File: config.mk
export PLATFORM = sky130hd
export DESIGN_NAME = mem_seq_ctrl
export DESIGN_NICKNAME = d
export VERILOG_FILES = /design/src/rtl/mem_seq_pkg.sv /design/src/rtl/btn_debounce.sv /design/src/rtl/mem_seq_ctrl.sv
export SDC_FILE = /design/constraint.sdc
export NUM_CORES = 1
export LEC_CHECK = 0
export ABC_AREA = 1
export CAP_MARGIN = 20
export CORE_UTILIZATION = 55
export CTS_CLUSTER_DIAMETER = 30
export DETAILED_ROUTE_END_ITERATION = 7
export PLACE_DENSITY = 0.76
export SLEW_MARGIN = 10
export SYNTH_ARGS = -nofsm -noshare
export SYNTH_HDL_FRONTEND = slang
export SYNTH_SLANG_ARGS = --single-unit
File: constraint.sdc
create_clock -name clk -period 2.58 [get_ports clk]
set_input_delay 0.645 -clock clk [delete_from_list [all_inputs] [get_ports clk]]
set_output_delay 0.645 -clock clk [all_outputs]
set_load 0.02 [all_outputs]
File: src/rtl/mem_seq_pkg.sv
// Shared encodings for the board-memory sequencer: FSM states, address width
// and the memory's write-pattern select codes.
package mem_seq_pkg;

  localparam int unsigned ADDR_W = 6;

  typedef enum logic [1:0] {
    ST_IDLE = 2'd0,
    ST_WR   = 2'd1,
    ST_RD   = 2'd2,
    ST_DONE = 2'd3
  } state_t;

  // Pattern select codes understood by the memory block's write path
  localparam logic [1:0] PAT_12345678 = 2'd0;
  localparam logic [1:0] PAT_87654321 = 2'd1;
  localparam logic [1:0] PAT_FFFFFFFF = 2'd2;
  localparam logic [1:0] PAT_00011000 = 2'd3;

  // Write pattern rotates with the low address bits
  function automatic logic [1:0] pat_sel(input logic [1:0] addr_lo);
    logic [1:0] pat;
    case (addr_lo)
      2'd0:    pat = PAT_12345678;
      2'd1:    pat = PAT_87654321;
      2'd2:    pat = PAT_FFFFFFFF;
      default: pat = PAT_00011000;
    endcase
    return pat;
  endfunction

endpackage

File: src/rtl/btn_debounce.sv
// Pushbutton conditioner: 2-flop synchroniser, stable-level debounce over
// DEB_CYC samples, and a one-cycle pulse on each accepted rising level.
module btn_debounce #(
  parameter int unsigned DEB_CYC = 1_000_000
) (
  input  logic clk,
  input  logic rst_n,
  input  logic btn,
  output logic pulse
);

  localparam int unsigned CNT_W = (DEB_CYC > 1) ? $clog2(DEB_CYC) : 1;

  logic             sync_a;
  logic             sync_b;
  logic             level;
  logic [CNT_W-1:0] cnt;

  // cnt tracks how long the synchronised input has disagreed with the accepted level
  always_ff @(posedge clk or negedge rst_n) begin
    if (!rst_n) begin
      sync_a <= 1'b0;
      sync_b <= 1'b0;
      level  <= 1'b0;
      cnt    <= '0;
      pulse  <= 1'b0;
    end else begin
      sync_a <= btn;
      sync_b <= sync_a;
      pulse  <= 1'b0;
      if (sync_b == level) begin
        cnt <= '0;
      end else if (cnt == CNT_W'(DEB_CYC - 1)) begin
        cnt   <= '0;
        level <= sync_b;
        pulse <= sync_b;
      end else begin
        cnt <= cnt + CNT_W'(1);
      end
    end
  end

endmodule

File: src/rtl/mem_seq_ctrl.sv
// Board-memory sequencer: on a debounced start press, writes every word with its
// pattern, then presents each word byte by byte for DWELL cycles.
// Build option MEM_SEQ_MANUAL_STEP_EN: read bytes advance on debounced step_btn presses.
module mem_seq_ctrl
  import mem_seq_pkg::*;
#(
  parameter int unsigned DEPTH   = 32,
  parameter int unsigned DWELL   = 50_000_000,
  parameter int unsigned DEB_CYC = 1_000_000
) (
  input  logic              clk,
  input  logic              rst_n,
  input  logic              start_btn,
  input  logic              step_btn,
  output logic [ADDR_W-1:0] mem_arr,
  output logic [1:0]        sw,
  output logic              mem_write,
  output logic              busy,
  output logic              done
);

  localparam logic [ADDR_W-1:0] LAST_ADDR = ADDR_W'(DEPTH - 1);

  state_t            state, state_n;
  logic [ADDR_W-1:0] addr, addr_n;
  logic [1:0]        byte_sel, byte_n;
  logic              start_p;
  logic              advance;

  logic [ADDR_W-1:0] mem_arr_n;
  logic [1:0]        sw_n;
  logic              mem_write_n;
  logic              busy_n;
  logic              done_n;

  btn_debounce #(.DEB_CYC(DEB_CYC)) u_start (
    .clk   (clk),
    .rst_n (rst_n),
    .btn   (start_btn),
    .pulse (start_p)
  );

`ifdef MEM_SEQ_MANUAL_STEP_EN
  logic step_p;

  btn_debounce #(.DEB_CYC(DEB_CYC)) u_step (
    .clk   (clk),
    .rst_n (rst_n),
    .btn   (step_btn),
    .pulse (step_p)
  );

  assign advance = step_p;
`else
  localparam int unsigned DW_W = (DWELL > 1) ? $clog2(DWELL) : 1;

  logic [DW_W-1:0] dwell, dwell_n;
  logic            step_unused;

  assign step_unused = step_btn;
  assign advance     = (dwell == DW_W'(DWELL - 1));

  always_ff @(posedge clk or negedge rst_n) begin
    if (!rst_n) dwell <= '0;
    else        dwell <= dwell_n;
  end
`endif

  always_ff @(posedge clk or negedge rst_n) begin
    if (!rst_n) begin
      state     <= ST_IDLE;
      addr      <= '0;
      byte_sel  <= '0;
      mem_arr   <= '0;
      sw        <= '0;
      mem_write <= 1'b0;
      busy      <= 1'b0;
      done      <= 1'b0;
    end else begin
      state     <= state_n;
      addr      <= addr_n;
      byte_sel  <= byte_n;
      mem_arr   <= mem_arr_n;
      sw        <= sw_n;
      mem_write <= mem_write_n;
      busy      <= busy_n;
      done      <= done_n;
    end
  end

  // Next state, then outputs decoded from the next state so they align with it
  always_comb begin
    state_n     = state;
    addr_n      = addr;
    byte_n      = byte_sel;
`ifndef MEM_SEQ_MANUAL_STEP_EN
    dwell_n     = dwell;
`endif
    mem_arr_n   = '0;
    sw_n        = '0;
    mem_write_n = 1'b0;
    busy_n      = 1'b0;
    done_n      = 1'b0;

    case (state)
      ST_IDLE, ST_DONE: begin
        if (start_p) begin
          state_n = ST_WR;
          addr_n  = '0;
          byte_n  = '0;
        end
      end
      ST_WR: begin
        if (addr == LAST_ADDR) begin
          state_n = ST_RD;
          addr_n  = '0;
          byte_n  = '0;
`ifndef MEM_SEQ_MANUAL_STEP_EN
          dwell_n = '0;
`endif
        end else begin
          addr_n = addr + ADDR_W'(1);
        end
      end
      ST_RD: begin
`ifndef MEM_SEQ_MANUAL_STEP_EN
        dwell_n = advance ? '0 : dwell + DW_W'(1);
`endif
        if (advance) begin
          if (byte_sel == 2'd3) begin
            if (addr == LAST_ADDR) begin
              state_n = ST_DONE;
            end else begin
              addr_n = addr + ADDR_W'(1);
              byte_n = 2'd0;
            end
          end else begin
            byte_n = byte_sel + 2'd1;
          end
        end
      end
      default: state_n = ST_IDLE;
    endcase

    case (state_n)
      ST_WR: begin
        mem_arr_n   = addr_n;
        sw_n        = pat_sel(addr_n[1:0]);
        mem_write_n = 1'b1;
        busy_n      = 1'b1;
      end
      ST_RD: begin
        mem_arr_n = addr_n;
        sw_n      = byte_n;
        busy_n    = 1'b1;
      end
      ST_DONE: begin
        mem_arr_n = addr_n;
        sw_n      = byte_n;
        done_n    = 1'b1;
      end
      default: ;
    endcase
  end

endmodule

==> qor.csv, run 1 <==
metric;value;unit
grt_usage;25.6;%
synth-xor-area-share;3.93;%
syn_area;4010;µm²
relSlewSlack;74.8;%
status;completed;
io_buffers;13;
worstPathRequired;2810;ps
power.density;462;nW/µm²
post-route-period-util;93.5;%
clk_latency;350;ps
hpwlAfterDp;6.27;mm
num_antenna_cells;0;
wire_per_inst;13.2;µm
drtPass1Iterations;5;
end_kind;register;
rsz0062_at_grt;false;
drt_iter0_drc;197;
hold_viol_final;0;
cts_htree_levels;3;
whs;298;ps
cts_resized;0;
rows;30;
cts_sinks;71;
synth-seq-cells;71;
ys_types;41;
finalSetupViolations;0;
dieArea;7640;µm²
synth-compound-area-share;10.9;%
antenna_found_initial;0;
cts_buffers;9;
holdCritPathClass;in2async;
wirelength;8.64;mm
post_dp_cell_area;4350;µm²
slew_viol_final;0;
syn_avg_cell_area;7.70;µm²
fin_area;4580;µm²
vias;3537;
synth-simple-area-share;29.3;%
p_leak;2.09;nW
grt_pass1_wl;15.1;mm
cts_tree;built;
finalClockSkew;9.74;ps
max-clock-path-buffers;2;
crit_path_start_kind;register;
fp.dieW;87.4;µm
place_congestion;0.888;
cts_setup_buffers;0;
top_level_ports;15;
setup_tns;0;ps
critPathArrivalTime;2650;ps
die_h;87.4;µm
worst_slack;167;ps
timing.fmax;414;MHz
synthMuxAreaShare;0;%
cap_violations;0;
ctsHoldBuffers;0;
synth_top_family_by_area;simple AND/OR/NAND/NOR gates;
synth_cells;521;
path_class;reg2reg;
coreArea;6910;µm²
synth_fp_nets;537;
grt_pass1_vias;3328;
dp_slack;81.8;ps
layout.nets;570;
drc;0;
syn_to_final_growth;14.0;%
drtAntennaViolNets;0;
drive_above_1_share;9.12;%
worst_slew_pin_slew;377;ps
synth_fa_ha_area_share;3.74;%
ir_drop;0.326;mV
cp_max_fo;6;
mostFrequentLayoutCells;nand2_1, inv_1, dfrtp_1, nor2_1, nand3_1;
clockRootBuffer;clkbuf_8;
ys_seq_area_share;44.3;%
layout_commonest_cell;nand2_1;
viasPerCell;5.40;
clk_pin_slew;80;ps
synth_warnings;0;
overflow;0;
period_needed;2410;ps
grt_max_degree;72;
initial_core_util;58.1;%
[power breakdown]
part           switching, mW  internal [mW]
Sequential           0.00326           1.12
Clock                  0.424          0.528
Combinational         0.0322         0.0114
[cell usage after synthesis]
| cell | n | area (µm²) |
|---|---|---|
| clkbuf_1 | 2 | 7.51 |
| nor3_1 | 14 | 70.1 |
| o22ai_1 | 4 | 25.0 |
| nand2_4 | 1 | 11.3 |
| nand4_1 | 10 | 62.6 |
| inv_2 | 2 | 7.51 |
| a21oi_1 | 29 | 145 |
| o21bai_1 | 3 | 22.5 |
| nor2_4 | 3 | 33.8 |
| o21ai_2 | 1 | 8.76 |
| nor4_1 | 6 | 37.5 |
| nor2_1 | 64 | 240 |
| a32o_1 | 1 | 10.0 |
| nor3_2 | 1 | 10.0 |
| a21boi_1 | 1 | 7.51 |
| buf_4 | 1 | 7.51 |
| buf_2 | 2 | 10.0 |
| o21ai_0 | 21 | 105 |
| a31oi_1 | 2 | 12.5 |
| and3_1 | 2 | 12.5 |
| nor4_2 | 1 | 12.5 |
| ha_1 | 12 | 150 |
| nand2_2 | 2 | 12.5 |
| nand3b_1 | 2 | 15.0 |
| nand3_1 | 36 | 180 |
| o32ai_1 | 1 | 8.76 |
| a22oi_2 | 1 | 12.5 |
| xnor2_1 | 2 | 17.5 |
| nand3_2 | 2 | 20.0 |
| o21a_1 | 4 | 30.0 |
| inv_1 | 74 | 278 |
| clkinv_1 | 1 | 3.75 |
| o31ai_1 | 1 | 7.51 |
| xor2_1 | 16 | 140 |
| dfrtp_1 | 71 | 1780 |
| or2_2 | 1 | 6.26 |
| o211ai_1 | 2 | 15.0 |
| a21boi_2 | 1 | 11.3 |
| nor2_2 | 1 | 6.26 |
| nand2_1 | 119 | 447 |
| a21oi_4 | 1 | 16.3 |
[worst max-delay path, cell delays in order, from the launching register on]
cell and delay [ps]:
dfrtp_1 400, ha_1 260, nand3_2 180, nor2_4 180, inv_2 110, nand2_1 100
o21ai_0 80, inv_1 60, nand2_1 60, o21ai_2 100, inv_1 110, ha_1 200
or2_2 280, nand3_1 110, a21oi_1 70
[state kept, by name, summed over array words and instances, names as in the netlist]
signal and cells:
dwell 26, u_start.pulse 1, u_start.cnt 20, mem_arr 6, busy 1, done 1, u_start.level 1, u_start.sync_b 1
byte_sel 2, state 2, u_start.sync_a 1, mem_write 1, addr 6, sw 2
[through the flow]
stage          utilization (%)  instances  total power, mW
3_3_place_gp              63.0        639             1.19
5_1_grt                   66.3        655             2.21
6_report                  66.3        655             2.12
3_5_place_dp              63.0        639             1.19
2_1_floorplan                -        521             1.16
4_1_cts                   66.2        655             2.14
[worst paths after layout]
kind,from,end,slack [ps],cells after the start
min reg2reg,u_start.sync_a,u_start.sync_b,350,0
max reg2reg,addr[1],sw[1],170,14
max,addr[1],sw[1],170,14
min in group clk,u_start.sync_a,u_start.sync_b,350,0
min,rst_n,dwell[21],300,2
max in group asynchronous,rst_n,u_start.cnt[2],1990,2
[kinds of logic (layout without fill, tap and decap cells)]
kind of cell	count (synthesis)	after routing
XOR/XNOR	18	18
buffers and inverters	82	120
flip-flops	71	71
adder cells (fa/ha/maj)	12	12
AO/OA/AOI/OAI	73	73
AND/OR/NAND/NOR	265	265
[routing by layer]
layer  wire length, µm  up-vias  GRT usage [%]
li1                  -     1760              -
met1              3950     1672           34.5
met2              4140       92           41.1
met3               398       13           4.17
met4               157        0           10.6
met5                 0        -              0
[final cells by class]
cell class	instances	area, µm²
well taps	96	120
multi-input cells	368	1930
repair buffers	27	245
inverters	77	289
flip-flops and latches	71	1780
fillers	590	2330
clock buffers	12	165
clock inverters	4	51.3
No activity file was read; power rests on OpenSTA's default activity.
==> run 2: changes to the inputs <==
--- a/config.mk
+++ b/config.mk
@@ -8,7 +8,6 @@
 export ABC_AREA = 1
 export CAP_MARGIN = 20
 export CORE_UTILIZATION = 55
-export CTS_CLUSTER_DIAMETER = 30
 export DETAILED_ROUTE_END_ITERATION = 7
 export PLACE_DENSITY = 0.76
 export SLEW_MARGIN = 10
==> results of run 2 <==
Same layout as run 1: the final DEF is identical, and so are final timing and power.
